[src/rtl/adder_fc_pkg.sv]
// Shared types and constants for the adder operand collector slice.
package adder_fc_pkg;

  localparam int operand_width = 8;
  localparam int fifo_depth    = 2;

  typedef enum logic [0:0] {
    A_WAIT = 1'b0,
    B_WAIT = 1'b1
  } collector_state_t;

endpackage

[src/rtl/adder_operand_collector_if.sv]
// Byte-in / pair-out valid/ready bundle between the operand source, the
// collector and the adder. The master drives bytes and accepts pairs;
// the slave (the collector) does the opposite.
interface adder_operand_collector_if #(
  parameter int W = 8
);

  logic         in_valid;
  logic         in_ready;
  logic [W-1:0] in_data;
  logic         out_valid;
  logic         out_ready;
  logic [W-1:0] out_a;
  logic [W-1:0] out_b;

  modport master (
    output in_valid, in_data, out_ready,
    input  in_ready, out_valid, out_a, out_b
  );

  modport slave (
    input  in_valid, in_data, out_ready,
    output in_ready, out_valid, out_a, out_b
  );

endinterface

[src/rtl/ff_fifo_depth_2.sv]
// Registered 2-entry FIFO. The head entry is read straight from storage,
// so pop_data only changes on a clock edge. Pushes when full and pops when
// empty are ignored.
module ff_fifo_depth_2
  import adder_fc_pkg::*;
#(
  parameter int width = 16
) (
  input  logic             clk,
  input  logic             rst,
  input  logic             push,
  input  logic [width-1:0] push_data,
  input  logic             pop,
  output logic [width-1:0] pop_data,
  output logic             empty,
  output logic             full
);

  logic [width-1:0] mem_q [fifo_depth];
  logic             wr_ptr_q;
  logic             rd_ptr_q;
  logic [1:0]       count_q;
  logic             do_push;
  logic             do_pop;

  assign empty    = (count_q == 2'd0);
  assign full     = (count_q == 2'(fifo_depth));
  assign do_push  = push && !full;
  assign do_pop   = pop && !empty;
  assign pop_data = mem_q[rd_ptr_q];

  // Storage, 1-bit wrapping pointers and occupancy count.
  always_ff @(posedge clk) begin
    if (rst) begin
      // NOTE: storage is cleared on reset so the head reads as zero while
      // empty; without that requirement a data memory would not need reset.
      for (int i = 0; i < fifo_depth; i++) mem_q[i] <= '0;
      wr_ptr_q <= 1'b0;
      rd_ptr_q <= 1'b0;
      count_q  <= 2'd0;
    end else begin
      // NOTE: non-blocking assignments keep every register update in this
      // block reading the pre-edge values, whatever the statement order.
      if (do_push) begin
        mem_q[wr_ptr_q] <= push_data;
        wr_ptr_q        <= wr_ptr_q + 1'b1;
      end
      if (do_pop) rd_ptr_q <= rd_ptr_q + 1'b1;
      case ({do_push, do_pop})
        2'b10:   count_q <= count_q + 2'd1;
        2'b01:   count_q <= count_q - 2'd1;
        default: count_q <= count_q;
      endcase
    end
  end

endmodule

[src/rtl/adder_operand_collector.sv]
// Pairs consecutive operand bytes into (a, b) and queues them in a 2-entry
// registered FIFO feeding the adder. in_ready depends only on registered
// state, so no ready path crosses this stage.
// Optional feature macro: ADDER_OPERAND_COLLECTOR_PAIR_COUNT_EN adds the
// pair_cnt output counting delivered pairs.
module adder_operand_collector
  import adder_fc_pkg::*;
#(
  parameter int W = operand_width
) (
  input  logic                       clk,
  input  logic                       rst,
  adder_operand_collector_if.slave   bus,
  output logic                       half_pair
`ifdef ADDER_OPERAND_COLLECTOR_PAIR_COUNT_EN
  ,
  output logic [15:0]                pair_cnt
`endif
);

  collector_state_t state_q, state_d;
  logic [W-1:0]     a_q;
  logic             in_ready;
  logic             push;
  logic             pop;
  logic             fifo_empty;
  logic             fifo_full;
  logic [2*W-1:0]   head;

  // Collector state register.
  always_ff @(posedge clk) begin
    if (rst) state_q <= A_WAIT;
    else     state_q <= state_d;
  end

  // Next state, input ready and FIFO push. A pop in the same cycle never
  // frees a slot, which keeps out_ready out of the in_ready cone.
  always_comb begin
    // NOTE: every output of this block gets a default first, so no path
    // through the case leaves one unassigned and no latch is inferred.
    state_d  = state_q;
    in_ready = 1'b1;
    push     = 1'b0;
    case (state_q)
      A_WAIT: begin
        if (bus.in_valid) state_d = B_WAIT;
      end
      B_WAIT: begin
        in_ready = !fifo_full;
        if (bus.in_valid && !fifo_full) begin
          push    = 1'b1;
          state_d = A_WAIT;
        end
      end
      default: state_d = A_WAIT;
    endcase
  end

  // Hold the first operand while waiting for its partner.
  always_ff @(posedge clk) begin
    if (rst)                                       a_q <= '0;
    else if (state_q == A_WAIT && bus.in_valid)    a_q <= bus.in_data;
  end

  ff_fifo_depth_2 #(
    .width (2 * W)
  ) u_fifo (
    .clk       (clk),
    .rst       (rst),
    .push      (push),
    .push_data ({a_q, bus.in_data}),
    .pop       (pop),
    .pop_data  (head),
    .empty     (fifo_empty),
    .full      (fifo_full)
  );

  assign pop           = bus.out_valid && bus.out_ready;
  assign bus.in_ready  = in_ready;
  assign bus.out_valid = !fifo_empty;
  assign bus.out_a     = head[2*W-1:W];
  assign bus.out_b     = head[W-1:0];
  assign half_pair     = (state_q == B_WAIT);

`ifdef ADDER_OPERAND_COLLECTOR_PAIR_COUNT_EN
  logic [15:0] pair_cnt_q;

  // Count delivered pairs, wrapping at 16 bits.
  always_ff @(posedge clk) begin
    if (rst)      pair_cnt_q <= '0;
    else if (pop) pair_cnt_q <= pair_cnt_q + 16'd1;
  end

  assign pair_cnt = pair_cnt_q;
`endif

endmodule

[src/flat_wrapper.sv]
// flat-port wrapper written by rule: the top's interface ports become plain ports
module adder_operand_collector_flat import adder_fc_pkg::*;
#(
  parameter int W = operand_width
)
  (clk, rst, half_pair, bus_in_valid, bus_in_data, bus_out_ready, bus_in_ready, bus_out_valid, bus_out_a, bus_out_b);
  adder_operand_collector_if #(.W(W)) bus_i ();
  input  logic clk;
  input  logic rst;
  output logic half_pair;
  input wire logic [$bits(bus_i.in_valid)-1:0] bus_in_valid;
  input wire logic [$bits(bus_i.in_data)-1:0] bus_in_data;
  input wire logic [$bits(bus_i.out_ready)-1:0] bus_out_ready;
  output wire logic [$bits(bus_i.in_ready)-1:0] bus_in_ready;
  output wire logic [$bits(bus_i.out_valid)-1:0] bus_out_valid;
  output wire logic [$bits(bus_i.out_a)-1:0] bus_out_a;
  output wire logic [$bits(bus_i.out_b)-1:0] bus_out_b;
  assign bus_i.in_valid = bus_in_valid;
  assign bus_i.in_data = bus_in_data;
  assign bus_i.out_ready = bus_out_ready;
  assign bus_in_ready = bus_i.in_ready;
  assign bus_out_valid = bus_i.out_valid;
  assign bus_out_a = bus_i.out_a;
  assign bus_out_b = bus_i.out_b;
  adder_operand_collector #(.W(W)) u_core (.clk(clk), .rst(rst), .bus(bus_i), .half_pair(half_pair));
endmodule
[config.mk]
export PLATFORM = sky130hd
export DESIGN_NAME = adder_operand_collector_flat
export DESIGN_NICKNAME = d
export VERILOG_FILES = /design/src/rtl/adder_fc_pkg.sv /design/src/rtl/adder_operand_collector_if.sv /design/src/rtl/ff_fifo_depth_2.sv /design/src/rtl/adder_operand_collector.sv /design/src/flat_wrapper.sv
export SDC_FILE = /design/constraint.sdc
export NUM_CORES = 1
export LEC_CHECK = 0
export CORE_MARGIN = 4
export CORE_UTILIZATION = 52
export DETAILED_ROUTE_END_ITERATION = 12
export GPL_ROUTABILITY_DRIVEN = 0
export GPL_TIMING_DRIVEN = 0
export MAX_ROUTING_LAYER = met4
export PLACE_DENSITY = 0.78
export SYNTH_ARGS = -nofsm -noshare
export SYNTH_HDL_FRONTEND = slang
export SYNTH_SLANG_ARGS = --single-unit
[constraint.sdc]
create_clock -name clk -period 1.8 [get_ports clk]
set_input_delay 0.18 -clock clk [delete_from_list [all_inputs] [get_ports clk]]
set_output_delay 0.18 -clock clk [all_outputs]
set_load 0.03 [all_outputs]
# --- Yosys cells after proc, flatten, opt, wreduce, memory -nomap -nowiden ---
# Memories as Yosys holds them, arrays and structs flattened. A register that Yosys moved wholly into a read port is not among the register bits.
# Index checks and enable logic that the tools add are counted.
word_totals:
  input_bits: 12
  ram_bits: 32
  reg_bits: 13
  mem_count: 1
classes:
  bitwise: 1
  n_eq_ne: 3
  n_addsub: 4
  n_reduce_logical: 10
  n_mux: 17
memory_table:
  columns: ["name", "words", "word_bits", "read_ports", "rd_clocked_by_memory_dff", "write_ports", "line_no", "text"]
  rows:
  - ["u_core.u_fifo.mem_q", 2, 16, 1, 1, 2, "ff_fifo_depth_2.sv:19", "logic [width-1:0] mem_q [fifo_depth];"]
op_table:
  columns: ["cell", "n"]
  rows:
  - ["16-bit two-way mux", 1]
  - ["16-bit OR reduction", 1]
  - ["1-bit two-way mux", 14]
  - ["1-bit logical AND", 5]
  - ["2-bit equality test (second input constant)", 2]
  - ["2-bit one-hot mux with 2 select lines", 1]
  - ["1-bit adder (second input constant)", 2]
  - ["2-bit by 1-bit adder with 2-bit output (second input constant)", 1]
  - ["2-bit by 1-bit equality test with 1-bit output (second input constant)", 1]
  - ["1-bit zero test", 2]
  - ["2-bit zero test", 1]
  - ["1-bit one-hot mux with 2 select lines", 1]
  - ["2-bit nonzero test", 1]
  - ["2-bit by 1-bit subtractor with 2-bit output (second input constant)", 1]
  - ["1-bit inverter", 1]

# --- Logic depth before layout (Yosys ltp) ---
depth:
  ltp_word: 11
  depth_mapped: 7
  mapped_depth_nobuf: 7

# --- By module ---
# A second synthesis with hierarchy kept.
hier_totals:
  cells_unflattened: 173
  area_unflattened_um2: 2063.2
modules_own_cells:
  columns: ["mod", "n_inst", "cells_per_inst", "seq_area_each_um2", "area_each_um2"]
  rows:
  - ["ff_fifo_depth_2", 1, 130, 1061.0, 1635.3]
  - ["adder_operand_collector", 1, 43, 180.2, 427.9]

# --- Least setup slack after synthesis ---
# No wires, ideal clock.
synth_path:
  kind: "flip-flop to flip-flop"
  startpoint: "register u_core.state_q (netlist: u_core.half_pair)"
  endpoint: "memory u_core.u_fifo.mem_q[0][0] (enable)"
  path_slack_ps: -125
  path_buffers: 0
  setup_ps: 375
  t_required_ps: 1425
  stages_incl_launch_ff: 4
  period_less_slack_ps: 1925
  arrival_ps: 1550
  path_cell_list: "dfxtp_1 -> nand2_1 -> or3_1 -> nand2b_1"
synth_rtl:
  columns: ["element", "line_no", "text"]
  rows:
  - ["from (decl)", "adder_operand_collector.sv:21", "collector_state_t state_q, state_d;"]
  - ["from (signal assigned)", "adder_operand_collector.sv:33", "else state_q <= state_d;"]
  - ["to (decl)", "ff_fifo_depth_2.sv:19", null]

==> results by group <==
Outcome
  – Status: finished, final reports clean

Layout
  – Final net count: between 150 and 200
  – Synthesis-to-layout area growth: 23.5%
  – # fillers: about 310
  – Ratio of cells with drive above 1 in the final layout: 0.219
  – Inserted Diodes: 0

Synth
  – Asr flop ratio synth: 0
  – Ys Warns: 0
  – Cells taking the most area after synthesis: edfxtp_1 49%, dfxtp_1 14%, and2_1 10%
  – FF+latch count, synth: 46
  – Dominant synthesized flop cell: edfxtp_1
  – Synthesized instance count: 144
  – Syn nets: ~160
  – Mean post-synth cell area: 13.6 µm²
  – Post-synthesis cell type count: 26
  – Cell Area, Synth: 1960 µm²
  – Sequential area share after synthesis: 0.632
  – Leading area contributor after synthesis: edfxtp_1
  – Number of synthesized flops with an enable pin: 32
  – Synth top area share: 0.489
  – Post-synth top cells: 32 x and2_1, 32 x edfxtp_1, 16 x mux2_2

Pwr
  – VDD IR max: 601 µV
  – Clock power frac: 0.244
  – P_sw: between 0.7 and 0.8 mW
  – Pleak: 0.971 nW
  – Reg power frac: 0.521
  – PnR Total Power: 2.43 mW
  – Power Internal: 1.73 mW
  – Cell area power density: 1000 nW/µm²
  – Combinational power share: 0.235
  – Switching share of power: 0.289

STA
  – Fin crit period: around 1.7 ns
  – Worst Skew: 0.00524 ns
  – Max-slew headroom: 0.661
  – Final WS setup: around 0.052 ns
  – Tightest Pin Transition: about 0.51 ns
  – Max Fclk: 0.572 GHz
  – Max Slew Vio Count: 0
  – RSZ-0062 raised after global routing: false
  – # setup viols final: 0
  – Hold WS: 0.197 ns
  – Fin crit share: 0.971
  – Final-report hold violation count: 0

GRT
  – Pin count of the biggest net entering global routing: 17
  – Vias in the first global route: 1245
  – Total GRT Usage: 0.167
  – Initial antenna violation count: 0
  – First-pass GRT wire length: 5910 µm
  – Global route overflow: 0

Placed design
  – Post-DP HPWL: about 2400 µm
  – Place WS: -0.391 ns
  – # port buffers: 29

Clock network
  – CTS H-tree lvls: 2
  – Clock sink count: 46
  – CTS tree: yes
  – CTS buffer count: 5
  – Longest Clk Path Bufs: 2
  – Hold-fix buffers, CTS: 0
  – Skew-Pair Late Insertion Delay: ~0.30 ns
  – Clock-pin slew on the worst setup and hold paths: 0.08 ns
  – Root Buffer: clkbuf_8

Drt
  – Vias per cell: about 5
  – Wirelength per Cell: 15.5 µm
  – DR vias: between 1000 and 1500
  – Met3 wire length: roughly 190 µm
  – Post-Route WL: 3590 µm
  – Top Layer Used: met4
  – WL met2: 1930 µm
  – M1 WL: 1390 µm
  – DRC: 0
  – Drt first pass iters: 4
  – Routed Antenna Nets: 0
  – Initial drt markers: 55

Die
  – Site Rows: 22
  – DIE WIDTH: ~69 µm
  – Boundary Pins: 31
  – Core ar.: 3660 µm²
  – Initial core utilization: 0.536
  – Die area: 4820 µm²
  – Die Y: just under 70 µm

Worst setup path
  – Delay-heaviest family, CP: buffers and inverters
  – Crit-path cells: buf_6 -> mux2_2 -> dlygate4sd2_1
  – WP buf/inv: 2
  – Critical path data arrival time: 1.57 ns
  – Setup crit start kind: flip-flop
  – Largest fanout on the critical path: 10
  – Critical Path End Type: output pin
  – Worst Path Class, Setup: flip-flop to output pin
  – Max incr delay on CP: between 0.4 and 0.5 ns
  – Required @ worst endpoint: 1.62 ns
  – CP max-delay cell: dfxtp_4

Job
  – Max-cap viol count: 0

Worst hold path
  – HP Class: input pin to flip-flop
==> power by group through the flow <==
stage | combinational, mW | sequential [mW] | clock, mW
floorplan | 0.404 | 1.26 | 0
global placement | 0.604 | 1.26 | 0
detailed placement | 0.618 | 1.27 | 0
CTS | 0.570 | 1.27 | 0.605
global route | 0.610 | 1.28 | 0.652
finish | 0.571 | 1.27 | 0.594
==> logic make-up (layout without fill, tap and decap cells) <==
group,Yosys count,count (layout),share of synthesized area
and+or+nand+nor,57,57,0.180
DFF,46,46,0.632
muxes,24,24,0.133
buffers and inverters,8,47,0.0217
AOI/OAI and AO/OA,5,5,0.0140
xor gates and xnor gates,3,3,0.0134
adders and majority gates,1,1,0.00637
==> worst register-to-register path, cell delays in order (launching register included) <==
cell	delay [ns]
dfxtp_1	0.35
nor2b_4	0.16
buf_4	0.14
nor4_4	0.40
clkbuf_2	0.31
and2_1	0.16
==> registers in the layout (all words and copies together), names as in the netlist, named ones only <==
signal / flops
u_core.u_fifo.rd_ptr_q: 1
u_core.a_q: 8
u_core.u_fifo.count_q: 2
u_core.u_fifo.wr_ptr_q: 1
u_core.half_pair: 1
u_core.u_fifo.mem_q: 32
==> metrics by stage <==
stage | instances | setup TNS, ns | area [µm²] | util
after CTS | 228 | 0 | 2390 | 0.653
after detailed placement | 221 | -12.71 | 2320 | 0.633
final | 231 | 0 | 2420 | 0.662
after floorplan | 144 | 0 | 1970 | -
after global placement | 221 | -10.76 | 2320 | 0.633
after global routing | 231 | 0 | 2420 | 0.662
==> path summary, 6_finish.rpt <==
kind	depth (start not counted)	end	slack, ns	startpoint
worst min-delay path	2	u_core.u_fifo.rd_ptr_q$_SDFFE_PP0P_	0.20	rst
worst max register to register	5	u_core.u_fifo.mem_q[0][15]$_SDFFCE_PN0P_	0.16	u_core.u_fifo.count_q[1]$_SDFFE_PP0P_
worst min register to register	2	u_core.a_q[0]$_SDFFE_PP0P_	0.51	u_core.a_q[0]$_SDFFE_PP0P_
worst max-delay path	3	bus_out_b[3]	0.05	flip-flop
==> layout by cell type, fill, tap and decap left out, types with 2 or more instances in the layout <==
cell type	count
xnor2_1	2
nor2_1	13
dfxtp_1	11
clkbuf_8	5
clkbuf_1	2
clkdlybuf4s15_1	3
mux2_2	16
buf_2	2
or3_1	2
buf_6	2
a21oi_1	2
edfxtp_1	32
and2_1	32
dlygate4sd2_1	14
o21ai_0	2
dfxtp_2	2
buf_4	3
mux2i_1	8
clkdlybuf4s50_1	11
==> what timing repair did <==
action	CTS	global route
endpoints found under the setup margin	34	21
pin swaps	0	1
gates resized for setup	23	6
buffers inserted	0	3
==> per-layer routing <==
| layer | vias to the layer above | track usage |
|---|---|---|
| li1 | 578 | - |
| met1 | 567 | 0.171 |
| met2 | 30 | 0.297 |
| met3 | 8 | 0.0377 |
| met4 | 0 | 0.0846 |
| met5 | - | - |
==> final cells by class <==
cell class | count | area, µm² | share of cell area
plain buffers | 6 | 41.3 | 0.0170
flip-flops and latches | 46 | 1250 | 0.515
repair buffers | 32 | 298 | 0.123
inverters | 1 | 3.75 | 0.00155
multi-input cells | 90 | 692 | 0.285
clock inverters | 2 | 8.76 | 0.00361
clock buffers | 6 | 72.6 | 0.0299
well taps | 48 | 60.1 | 0.0248
(Power assumes the default switching activity.)
